--- src/rtl/morph_pkg.sv ---
// Shared types and default geometry for the binary morphology frame sequencer.
package morph_pkg;

    typedef enum logic [2:0] {
        ST_IDLE  = 3'd0,
        ST_CLEAR = 3'd1,
        ST_RUN   = 3'd2,
        ST_FLUSH = 3'd3,
        ST_DONE  = 3'd4
    } state_t;

    typedef enum logic [1:0] {
        OP_BYPASS = 2'b00,
        OP_ERODE  = 2'b01,
        OP_DILATE = 2'b10,
        OP_RSVD   = 2'b11
    } op_t;

    localparam int DEF_H_ACT    = 640;
    localparam int DEF_V_ACT    = 480;
    localparam int DEF_CORE_LAT = 641;

    // The reserved encoding collapses to bypass so only three modes reach the datapath.
    function automatic op_t decode_op(input logic [1:0] sel);
        op_t op;
        case (sel)
            2'b01:   op = OP_ERODE;
            2'b10:   op = OP_DILATE;
            default: op = OP_BYPASS;
        endcase
        return op;
    endfunction

endpackage

--- src/rtl/morph_pos_counter.sv ---
// Output raster position tracker: column/row counters with start-of-frame,
// end-of-line and border flags for the position of the next output.
module morph_pos_counter
    import morph_pkg::*;
#(
    parameter int H_ACT = DEF_H_ACT,
    parameter int V_ACT = DEF_V_ACT
)(
    input  logic i_clk,
    input  logic i_rst_n,
    input  logic i_clr,
    input  logic i_adv,
    output logic o_sof,
    output logic o_eol,
    output logic o_border
);

    localparam logic [9:0] COL_LAST = 10'(H_ACT - 1);
    localparam logic [8:0] ROW_LAST = 9'(V_ACT - 1);

    logic [8:0] r_row;
    logic [9:0] r_col;

    // Advance one position per emitted output, wrapping the column into the next row.
    always_ff @(posedge i_clk) begin
        if (!i_rst_n) begin
            r_row <= 9'd0;
            r_col <= 10'd0;
        end else if (i_clr) begin
            r_row <= 9'd0;
            r_col <= 10'd0;
        end else if (i_adv) begin
            if (r_col == COL_LAST) begin
                r_col <= 10'd0;
                r_row <= (r_row == ROW_LAST) ? 9'd0 : r_row + 9'd1;
            end else begin
                r_col <= r_col + 10'd1;
                r_row <= r_row;
            end
        end else begin
            r_row <= r_row;
            r_col <= r_col;
        end
    end

    assign o_sof    = (r_row == 9'd0) && (r_col == 10'd0);
    assign o_eol    = (r_col == COL_LAST);
    assign o_border = (r_row == 9'd0) || (r_row == ROW_LAST) ||
                      (r_col == 10'd0) || (r_col == COL_LAST);

endmodule

--- src/rtl/morph_sequencer.sv ---
// Frame sequencer around an external 3x3 erosion core: feeds pixels, flushes the
// core pipeline, and emits a bordered erode/dilate (or bypass) result stream.
module morph_sequencer
    import morph_pkg::*;
#(
    parameter int H_ACT    = DEF_H_ACT,
    parameter int V_ACT    = DEF_V_ACT,
    parameter int CORE_LAT = DEF_CORE_LAT
)(
    input  logic       CLK,
    input  logic       RST,
    input  logic       start,
    input  logic [1:0] op_sel,
    input  logic       in_valid,
    input  logic       in_pixel,
    output logic       in_ready,
    output logic       core_clr,
    output logic       core_en,
    output logic       core_din,
    input  logic       core_dout,
    output logic       out_valid,
    output logic       out_pixel,
    output logic       out_sof,
    output logic       out_eol,
    output logic       busy,
    output logic       done
);

    localparam logic [18:0] FRAME_PIX = 19'(H_ACT * V_ACT);
    localparam logic [18:0] LAT       = 19'(CORE_LAT);

    state_t      r_state, w_next;
    op_t         r_op;
    logic [18:0] r_in_cnt, r_en_cnt, r_out_cnt;
    logic        w_ready, w_en, w_din, w_clr, w_xfer, w_emit, w_pix;
    logic        w_sof, w_eol, w_border;
    logic        r_out_valid, r_out_pixel, r_out_sof, r_out_eol, r_busy, r_done;

    // Next-state and core-side handshake decode.
    always_comb begin
        w_next  = r_state;
        w_ready = 1'b0;
        w_en    = 1'b0;
        w_din   = 1'b0;
        w_clr   = 1'b0;
        w_xfer  = 1'b0;
        case (r_state)
            ST_IDLE:  w_next = start ? ST_CLEAR : ST_IDLE;
            ST_CLEAR: begin
                w_clr  = 1'b1;
                w_next = ST_RUN;
            end
            ST_RUN: begin
                w_ready = 1'b1;
                w_xfer  = in_valid;
                if (r_op == OP_BYPASS) begin
                    w_en  = 1'b0;
                    w_din = 1'b0;
                end else begin
                    w_en  = in_valid;
                    w_din = (r_op == OP_DILATE) ? ~in_pixel : in_pixel;
                end
                if (in_valid && (r_in_cnt == FRAME_PIX - 19'd1)) begin
                    w_next = (r_op == OP_BYPASS) ? ST_DONE : ST_FLUSH;
                end else begin
                    w_next = ST_RUN;
                end
            end
            ST_FLUSH: begin
                w_en = 1'b1;
                if ((r_en_cnt >= LAT) && (r_out_cnt == FRAME_PIX - 19'd1)) begin
                    w_next = ST_DONE;
                end else begin
                    w_next = ST_FLUSH;
                end
            end
            ST_DONE:  w_next = ST_IDLE;
            default:  w_next = ST_IDLE;
        endcase
        w_emit = (r_op == OP_BYPASS) ? w_xfer : (w_en && (r_en_cnt >= LAT));
    end

    // Result pixel: dilation is erosion of the complement, so invert back on the way out.
    always_comb begin
        if (r_op == OP_BYPASS) begin
            w_pix = in_pixel;
        end else if (w_border) begin
            w_pix = 1'b0;
        end else if (r_op == OP_DILATE) begin
            w_pix = ~core_dout;
        end else begin
            w_pix = core_dout;
        end
    end

    // State register and op latch; op_sel is captured only on an accepted start.
    always_ff @(posedge CLK) begin
        if (!RST) begin
            r_state <= ST_IDLE;
            r_op    <= OP_BYPASS;
        end else begin
            r_state <= w_next;
            r_op    <= ((r_state == ST_IDLE) && start) ? decode_op(op_sel) : r_op;
        end
    end

    // Transfer, enable and output counters, zeroed in the CLEAR cycle.
    always_ff @(posedge CLK) begin
        if (!RST) begin
            r_in_cnt  <= 19'd0;
            r_en_cnt  <= 19'd0;
            r_out_cnt <= 19'd0;
        end else if (r_state == ST_CLEAR) begin
            r_in_cnt  <= 19'd0;
            r_en_cnt  <= 19'd0;
            r_out_cnt <= 19'd0;
        end else begin
            r_in_cnt  <= r_in_cnt  + {18'd0, w_xfer};
            r_en_cnt  <= r_en_cnt  + {18'd0, w_en};
            r_out_cnt <= r_out_cnt + {18'd0, w_emit};
        end
    end

    // Registered result stream and status.
    always_ff @(posedge CLK) begin
        if (!RST) begin
            r_out_valid <= 1'b0;
            r_out_pixel <= 1'b0;
            r_out_sof   <= 1'b0;
            r_out_eol   <= 1'b0;
            r_busy      <= 1'b0;
            r_done      <= 1'b0;
        end else begin
            r_out_valid <= w_emit;
            r_out_pixel <= w_emit & w_pix;
            r_out_sof   <= w_emit & w_sof;
            r_out_eol   <= w_emit & w_eol;
            r_busy      <= (w_next != ST_IDLE);
            r_done      <= (w_next == ST_DONE);
        end
    end

    morph_pos_counter #(
        .H_ACT (H_ACT),
        .V_ACT (V_ACT)
    ) u_pos (
        .i_clk    (CLK),
        .i_rst_n  (RST),
        .i_clr    (r_state == ST_CLEAR),
        .i_adv    (w_emit),
        .o_sof    (w_sof),
        .o_eol    (w_eol),
        .o_border (w_border)
    );

    // Core-side strobes are forced safe while reset is asserted.
    assign in_ready  = RST & w_ready;
    assign core_en   = RST & w_en;
    assign core_din  = RST & w_din;
    assign core_clr  = ~RST | w_clr;
    assign out_valid = r_out_valid;
    assign out_pixel = r_out_pixel;
    assign out_sof   = r_out_sof;
    assign out_eol   = r_out_eol;
    assign busy      = r_busy;
    assign done      = r_done;

endmodule

--- config.mk ---
export PLATFORM = sky130hd
export DESIGN_NAME = morph_sequencer
export DESIGN_NICKNAME = d
export VERILOG_FILES = /design/src/rtl/morph_pkg.sv /design/src/rtl/morph_pos_counter.sv /design/src/rtl/morph_sequencer.sv
export SDC_FILE = /design/constraint.sdc
export NUM_CORES = 1
export LEC_CHECK = 0
export ABC_AREA = 0
export CORE_MARGIN = 3
export CORE_UTILIZATION = 30
export DETAILED_ROUTE_END_ITERATION = 6
export GPL_TIMING_DRIVEN = 0
export PLACE_DENSITY = 0.43
export REMOVE_ABC_BUFFERS = 1
export SYNTH_ARGS = -nofsm -noshare
export SYNTH_HDL_FRONTEND = slang
export SYNTH_SLANG_ARGS = --single-unit
export TNS_END_PERCENT = 10
--- constraint.sdc ---
create_clock -name CLK -period 4.25 [get_ports CLK]
set_input_delay 0.6375 -clock CLK [delete_from_list [all_inputs] [get_ports CLK]]
set_output_delay 0.6375 -clock CLK [all_outputs]
set_load 0.05 [all_outputs]
; Word level (Yosys, flattened, before mapping)
; Index checks and enable logic that the tools add are counted.
[word_totals]
ff_bits = 87
[classes]
add_sub_neg = 5
n_reduce_logical = 15
eq_ne = 11
mux = 20
n_bitwise = 10
magnitude_cmp = 1
[ops]
columns = operator, count
row1 = $add A19 B1 Y19, 3
row2 = $eq A19 B19 Y1 const B, 2
row3 = $ge A19 B10 Y1 const B, 1
row4 = $mux W1, 12
row5 = $pmux W3 S4, 1
row6 = $add A10 B1 Y10 const B, 1
row7 = $eq A10 B10 Y1 const B, 1
row8 = $logic_not A10 Y1, 1
row9 = $mux W10, 1
row10 = $add A9 B1 Y9 const B, 1
row11 = $eq A9 B9 Y1 const B, 1
row12 = $logic_not A9 Y1, 1
row13 = $mux W3, 3
row14 = $mux W9, 1
row15 = $and A1 B1 Y1, 6
row16 = $eq A3 B2 Y1 const B, 2
row17 = $logic_and A1 B1 Y1, 5
row18 = $eq A2 B2 Y1 const B, 2
row19 = $pmux W2 S2, 1
row20 = $eq A3 B1 Y1 const B, 1
row21 = $eq A3 B3 Y1 const B, 1
row22 = $logic_not A3 Y1, 1
row23 = $logic_or A1 B1 Y1, 3
row24 = $not A1 Y1, 3
row25 = 7 further kinds, 7

; Depth between registers and ports, before layout
[depth]
word_depth = 7
mapped_depth = 12

; Modules after synthesis
; A second synthesis with hierarchy kept.
[unflattened]
cells_unflattened = 491
hier_area_um2 = 4185.3
[modules_own_cells]
columns = mod, seq_area_each_um2, area_each_um2, instances, cells_each
row1 = morph_sequencer, 1361.3, 3154.3, 1, 364
row2 = morph_pos_counter, 380.4, 1031.0, 1, 127

; Least setup slack after synthesis
; No wires, ideal clock.
[synth_path]
kind = input-to-output
startpoint = input RST
endpoint = output core_din
cell_stages = 3
arrival_ns = 2.381
setup_slack_ns = 1.231
path_buffers = 0
path_cell_list = nand2b_1 nor3_1 and2_1
[synth_between]
elab_chain_cells = 1
[synth_rtl]
columns = element, line_no
row1 = "start, declared", morph_sequencer.sv:11  ; input logic RST,
row2 = $and A1 B1 Y1, morph_sequencer.sv:159  ; assign core_din = RST & w_din;
row3 = "end, declared", morph_sequencer.sv:19  ; output logic core_din,
; No other way between the ends.

; Worst setup path after layout
[layout_path]
startpoint = input RST
endpoint = output core_clr
[layout_between]
elab_chain_cells = 2
[layout_rtl]
columns = element, line_no
row1 = $not A1 Y1 (no line), -
row2 = $or A1 B1 Y1, morph_sequencer.sv:160  ; assign core_clr = ~RST | w_clr;
row3 = "end, declared", morph_sequencer.sv:17  ; output logic core_clr,
; No other way between the ends.

==> results by group <==
STA
  – Final Cycle Share: 87.6%
  – Fmax achieved: 0.269 GHz
  – Total of endpoints with negative setup slack in the final report: 0
  – Transition time of the tightest slew-check pin: 0.878 ns
  – RSZ-0062 raised after global routing: false
  – Summed negative setup slack over all endpoints: 0 ns
  – Max Transition Viols Final: 0
  – Max-slew headroom at the worst pin: 41.3%
  – Final hold vios: 0
  – Final period demand of the worst path: 3.72 ns
  – Worst Skew: 0.00731 ns

Global routing
  – Total overflow reported by the global router: 0
  – Wire length of the first global-routing pass: 15,700 um
  – Maximum number of pins on one net before global-route repair: 62
  – Antenna violations before repair: 0
  – Total global routing track utilization: 13.1%
  – Via count of the first global-routing pass: 3,198

Detailed routing
  – Number of DRC violations after detailed routing: 0
  – Drt first pass iters: 4
  – Post-DRT Antenna Nets: 0
  – Vias: 3,318
  – Routed WL per cell: 13.3 um
  – Routed via count divided by cell count: 4.92
  – Initial DRC Count: 204
  – Routed wire length: 8960 um

Finish
  – Antenna diode count: 0
  – Share of the core filled with cells: 36.4%
  – Layout cells sized above 1: 4.98%
  – Nets: 515
  – Final design instance area without fill: 0.00472 sq mm
  – Synth-to-Final Area Change: 15.6%
  – Fillers: 1,371

Pwr
  – Leakage power total: 0.00158 uW
  – IR Drop Worst-Case VDD: 224 uV
  – Switch Pwr: 398 uW
  – Sequential fraction of design power: 49.0%
  – Share of total power in combinational logic: 5.4%
  – Internal Dissipation: 1290 uW
  – Share of total power in the clock network: 45.6%
  – Sw Share: 23.6%
  – Power per cell area: 358 mW/mm^2

Floorplanning
  – Horizontal die dimension: 123 um
  – Height of the die: 123 um
  – Number of standard-cell rows in the floorplan: 41
  – Total Die Area: 0.0150 sq mm
  – Placeable Area: 0.0130 sq mm
  – Initial Utilization: 31.4%
  – I/O pin count: 18

Run status
  – Outcome: finished, final reports clean

Synthesis
  – Register area share after synthesis: 42.7%
  – Top-area cell type share of the netlist area: 42.7%
  – Primary flip-flop cell chosen by synthesis mapping: sky130_fd_sc_hd__dfxtp_1
  – FFs w/ async S/R, synth: 0%
  – Warnings, synthesis: 0
  – Distinct cell type count after synthesis: 47
  – Average cell area after synthesis: 8.45 sq um
  – EDFF count, synth: 0
  – Post-synthesis cell area: 0.00408 sq mm
  – #FFs+latches synth: 87
  – Area contributors post-synth: sky130_fd_sc_hd__dfxtp_1, sky130_fd_sc_hd__nor2_1, sky130_fd_sc_hd__xor2_1, sky130_fd_sc_hd__xnor2_1, sky130_fd_sc_hd__nand2_1
  – Largest area contributor in the netlist: sky130_fd_sc_hd__dfxtp_1
  – Cell count after synthesis: 483

Clock tree
  – Setup fix buffers added after clock tree synthesis: 0
  – CTS Root Cell: sky130_fd_sc_hd__clkbuf_16
  – Clock insertion delay at the later pin of the skew report: 0.34 ns
  – Number of buffers on the longest clock path: 2
  – TritonCTS clock tree: built
  – Count of H-tree levels built during CTS: 3
  – Clock transition at the register clock pins on the worst setup and hold paths after CTS: 0.06 ns
  – Number of buffers added to fix hold violations after cts: 0
  – TritonCTS Buffers: 9
  – Clock sink count: 87

Worst setup path
  – Kind of start point of the critical path: primary input
  – Critical path endpoint category: output port
  – Required time of the critical path: 3.61 ns
  – WP data arrival: 3.08 ns
  – Type of the worst setup path: in -> out
  – CP max FO: 61

Place
  – I/O Buffers: 17
  – Weighted congestion reported at the end of routability-driven placement: 0.756
  – Cell area after placement: 0.00441 sq mm
  – DP HPWL: 6000 um

Hold path
  – Kind of path behind the tightest hold check: reg -> reg

Job
  – Count of maximum capacitance violations: 0
## placed cells by master, fill, tap and decap left out, drive strengths merged, types with 7 or more instances in the layout
master / instances
nand2: 45
a21oi: 17
nand3: 27
o21ai: 11
nor3: 19
nor2: 73
dfxtp: 87
xor2: 28
inv: 11
and2: 9
and3: 10
nor4: 10
or3: 7
nand4: 20
clkdlybuf4s50: 17
xnor2: 21
ha: 10
clkbuf: 12
## cells in the mapped netlist, types with 5 or more instances
cell type	n
sky130_fd_sc_hd__or2_2	5
sky130_fd_sc_hd__nand3_1	27
sky130_fd_sc_hd__dfxtp_1	87
sky130_fd_sc_hd__clkbuf_1	11
sky130_fd_sc_hd__nor4_1	10
sky130_fd_sc_hd__or3_1	7
sky130_fd_sc_hd__xnor2_1	21
sky130_fd_sc_hd__o21ai_0	9
sky130_fd_sc_hd__and3_1	10
sky130_fd_sc_hd__xor2_1	28
sky130_fd_sc_hd__nand2b_1	5
sky130_fd_sc_hd__nor2_1	73
sky130_fd_sc_hd__nand3b_1	6
sky130_fd_sc_hd__and2_1	9
sky130_fd_sc_hd__or4_1	5
sky130_fd_sc_hd__nor3_1	18
sky130_fd_sc_hd__nand4_1	20
sky130_fd_sc_hd__a21oi_1	17
sky130_fd_sc_hd__mux2i_1	5
sky130_fd_sc_hd__ha_1	10
sky130_fd_sc_hd__nand2_1	45
sky130_fd_sc_hd__inv_1	10
## cells by family (layout without fill, tap and decap cells)
family                     count (synthesis)  count (layout)  synth area share, %
adders and majority gates                 10              10                 3.07
xor gates and xnor gates                  49              49                 10.5
and+or+nand+nor                          259             259                 32.6
buffers and inverters                     25              44                 2.54
AOI/OAI and AO/OA                         48              48                 7.33
muxes                                      5               5                 1.23
DFF                                       87              87                 42.7
## stage by stage
stage / hold slack, ns / worst slack, ns / std cells / power [uW]
floorplan: 0.454 / 1.23 / 469 / 899
global placement: 0.472 / -0.827 / 658 / 936
detailed placement: 0.480 / -0.135 / 658 / 937
CTS: 0.493 / 0.0975 / 674 / 1720
global route: 0.514 / 0.317 / 674 / 1760
finish: 0.491 / 0.529 / 674 / 1690
## layer usage
metal	global-route usage, %	part of all wire (%)	up-vias
met1	17.3	50	1545
met3	4.56	3.7	6
met2	20.2	45	39
li1	-	-	1728
met5	0	0	-
met4	4.06	1.0	0
## area by class of cell
cell class	instances	area [sq um]	share of cell area, %
Clock inverter	4	28.8	0.610
Tap cell	172	215	4.56
Multi-Input combinational cell	371	2250	47.7
Timing Repair Buffer	17	170	3.61
Inverter	11	43.8	0.928
Clock buffer	12	267	5.65
Sequential cell	87	1740	36.9
## what timing repair did
action,in CTS,in global routing
setup endpoints to repair,1,1
endpoints found under the hold margin,0,0
gates resized for setup,1,1
## power by group through the flow
stage	combinational [uW]	sequential (uW)	clock, uW
after global routing	103	828	831
after global placement	90.5	845	0
after detailed placement	91.2	846	0
after floorplan	49.0	850	0
after CTS	92.1	827	805
final	91.6	828	770
## worst paths after layout
check	start	end	slack, ns	cells after the start
max	RST	core_clr	0.53	4
min	u_pos.r_col[8]	u_pos.r_col[8]	0.49	2
max reg2reg	r_en_cnt[13]	r_out_cnt[12]	1.10	11
min reg2reg	u_pos.r_col[8]	u_pos.r_col[8]	0.49	2
## critical path, stage by stage
cell                              delay (ns)
sky130_fd_sc_hd__clkdlybuf4s50_1        0.64
sky130_fd_sc_hd__a21boi_4               0.58
sky130_fd_sc_hd__inv_4                  0.41
sky130_fd_sc_hd__clkdlybuf4s50_1        0.81
## sequential cells by signal (all words and copies together) (netlist names)
| name | flops |
|---|---|
| r_out_cnt | 19 |
| u_pos.r_col | 10 |
| r_op | 2 |
| busy | 1 |
| u_pos.r_row | 9 |
| r_en_cnt | 19 |
| out_pixel | 1 |
| out_eol | 1 |
| out_valid | 1 |
| r_in_cnt | 19 |
| done | 1 |
| out_sof | 1 |
| r_state | 3 |
No activity file was read; power rests on OpenSTA's default activity.
==> RTL edit (config.mk and constraints unchanged) <==
Reset style: asynchronous (`RST` and `i_rst_n`), changed in 4 clocked blocks.
--- a/src/rtl/morph_pos_counter.sv
+++ b/src/rtl/morph_pos_counter.sv
@@ -22,7 +22,7 @@
     logic [9:0] r_col;
 
     // Advance one position per emitted output, wrapping the column into the next row.
-    always_ff @(posedge i_clk) begin
+    always_ff @(posedge i_clk or negedge i_rst_n) begin
         if (!i_rst_n) begin
             r_row <= 9'd0;
             r_col <= 10'd0;
--- a/src/rtl/morph_sequencer.sv
+++ b/src/rtl/morph_sequencer.sv
@@ -94,7 +94,7 @@
     end
 
     // State register and op latch; op_sel is captured only on an accepted start.
-    always_ff @(posedge CLK) begin
+    always_ff @(posedge CLK or negedge RST) begin
         if (!RST) begin
             r_state <= ST_IDLE;
             r_op    <= OP_BYPASS;
@@ -105,7 +105,7 @@
     end
 
     // Transfer, enable and output counters, zeroed in the CLEAR cycle.
-    always_ff @(posedge CLK) begin
+    always_ff @(posedge CLK or negedge RST) begin
         if (!RST) begin
             r_in_cnt  <= 19'd0;
             r_en_cnt  <= 19'd0;
@@ -122,7 +122,7 @@
     end
 
     // Registered result stream and status.
-    always_ff @(posedge CLK) begin
+    always_ff @(posedge CLK or negedge RST) begin
         if (!RST) begin
             r_out_valid <= 1'b0;
             r_out_pixel <= 1'b0;
Check against the original RTL: differs if RST is asserted again (counterexample within 4 cycles, from zero or initial values and one cycle with RST low); with RST held inactive, the same outputs for 10 cycles.
==> RTL edit against the unedited design <==
Count of clock-buffer cells in the layout down 2; design area up 15%; routed wire length up 20%; first-iteration DRC count down 8.3%; worst setup slack better by 0.23 ns; sequential cell count unchanged; synthesized area up 15%; critical endpoint is now r_out_cnt[18].
Power is not compared: it rests on default switching activity, and its combinational part moved more than twofold at a synthesized area within 25%.
==> RTL edit: results <==
group,metric,value,unit
pwr,ir_drop,0.212,mV
clock_tree,clk_pin_slew,0.06,ns
placed_design,routabilityCongestion,0.743,
detailed_routing,ant_nets,0,
placed_design,portBuffers,17,
clock_tree,clock-root-buffer,"clkbuf_16",
synthesis,netlist_top_cells_count,"87 x dfrtp_1, 63 x nor2_1, 43 x nand2_1",
min_path,min-delay-path-class,"in2async",
layout,diodes,0,
critical_path,cp_max_fo,10,
detailed_routing,avgViaCountPerCell,5.19,
layout,reg_top3,"r_en_cnt (19), r_in_cnt (19), r_out_cnt (19)",
critical_path,crit_slowest_cell,"clkdlybuf4s50_1",
clock_tree,numCtsBuffers,9,
global_route,grt_max_degree,69,
placed_design,dp_hpwl,7310,µm
layout,fillers,1490,
layout,drive_above_1_share,6.96,%
placed_design,dpl_cell_area,5110,µm²
pwr,p_leak,2.37,nW
clock_tree,cts_buffer_depth,2,
global_route,grt_pass1_wl,18400,µm
clock_tree,post_cts_buffers,0,
critical_path,cp.arrival,3.73,ns
timing,worst_clock_skew,0.00564,ns
timing,finalHoldViolations,0,
pwr,netSwitchingFraction,33.2,%
synthesis,async_reset_ff_share,100,%
clock_tree,cts_max_level,3,
synthesis,ys_warn_count,0,
layout,layout.nets,530,
synthesis,synth_area_leaders,"dfrtp_1 47%, xor2_1 6.2%, nor2_1 5.1%, nand3_1 3.6%, nand2_1 3.5%",
global_route,grt_pass1_vias,3592,
global_route,grt_use_total,13.6,%
detailed_routing,first_pass_iters,4,
detailed_routing,wl_per_cell,15.3,µm
clock_tree,insertion_delay,0.34,ns
timing,max_slew_margin,37.9,%
synthesis,synth.distinct_cells,56,
detailed_routing,drt_iter0_drc,187,
global_route,grt_antenna_before_repair,0,
critical_path,slowest_delay,0.61,ns
synthesis,ys_seq_area_share,46.6,%
clock_tree,cts_resized,0,
status,status,"finished, final reports clean",
-- RTL edit: cell count changes after synthesis, moves of 6 or more --
cell	delta
xnor2_1	-7
nand3_1	+7
nor4_1	-6
o21ai_0	+9
nor2_1	-10
dfxtp_1	-87
and4_1	+10
dfrtp_1	+87
-- RTL edit: routing by layer --
| metal | vias up | part of all wire (%) | track usage, % |
|---|---|---|---|
| li1 | 1813 | - | - |
| met1 | 1775 | 51 | 19.0 |
| met2 | 38 | 44 | 21.0 |
| met3 | 15 | 2.8 | 2.28 |
| met4 | 0 | 1.9 | 5.44 |
| met5 | - | 0 | 0 |
-- RTL edit: area by class of cell --
class | count | area [µm²] | area share, %
multi-input combinational | 378 | 2390 | 44.0
inverter | 12 | 45.0 | 0.827
clock inverter | 6 | 109 | 2.00
clock buffer | 10 | 229 | 4.20
tap | 184 | 230 | 4.23
timing repair buffer | 24 | 263 | 4.82
sequential | 87 | 2180 | 40.0
-- RTL edit: per-stage QoR --
stage | cells | worst slack, ns
floorplan | 477 | 0.254
global placement | 678 | -2.34
detailed placement | 685 | 0.370
CTS | 701 | 0.728
global route | 701 | 0.531
finish | 701 | 0.758
-- RTL edit: worst max-delay path: cells and delay by family --
kind | cells | cell delay (ns)
xor+xnor | 1 | 0.15
simple gates | 6 | 1.11
fa+ha+maj | 2 | 0.51
buf+inv | 2 | 0.76
compound gates | 1 | 0.55
-- RTL edit: cells by family (layout without fill, tap and decap cells) --
kind of cell	Yosys count	in the layout	share of synthesized area, %
mux	5	5	1.10
flops	87	87	46.6
simple gates	249	249	28.0
compound gates	67	67	10.5
fa+ha+maj	10	10	2.68
buf+inv	27	52	2.28
xor+xnor	47	47	8.81
-- RTL edit: worst paths after layout --
kind / end / depth (start not counted) / slack [ns] / start
min reg2reg: u_pos.r_col[8] / 1 / 0.51 / u_pos.r_col[8]
max in group asynchronous: u_pos.r_row[7] / 2 / 3.41 / RST
min: r_en_cnt[4] / 1 / 0.20 / RST
max: r_out_cnt[18] / 12 / 0.76 / in_valid
max reg2reg: r_out_cnt[18] / 11 / 0.96 / r_state[2]
min in group CLK: u_pos.r_col[8] / 1 / 0.51 / u_pos.r_col[8]
-- RTL edit: power groups by stage --
| stage | clock [W] | sequential, W | combinational, W |
|---|---|---|---|
| 4_1_cts | 0.000941 | 0.00101 | 0.000640 |
| 3_5_place_dp | 0 | 0.00103 | 0.000635 |
| 2_1_floorplan | 0 | 0.00104 | 0.000365 |
| 6_report | 0.000911 | 0.00101 | 0.000628 |
| 3_3_place_gp | 0 | 0.00103 | 0.000587 |
| 5_1_grt | 0.000973 | 0.00103 | 0.000702 |
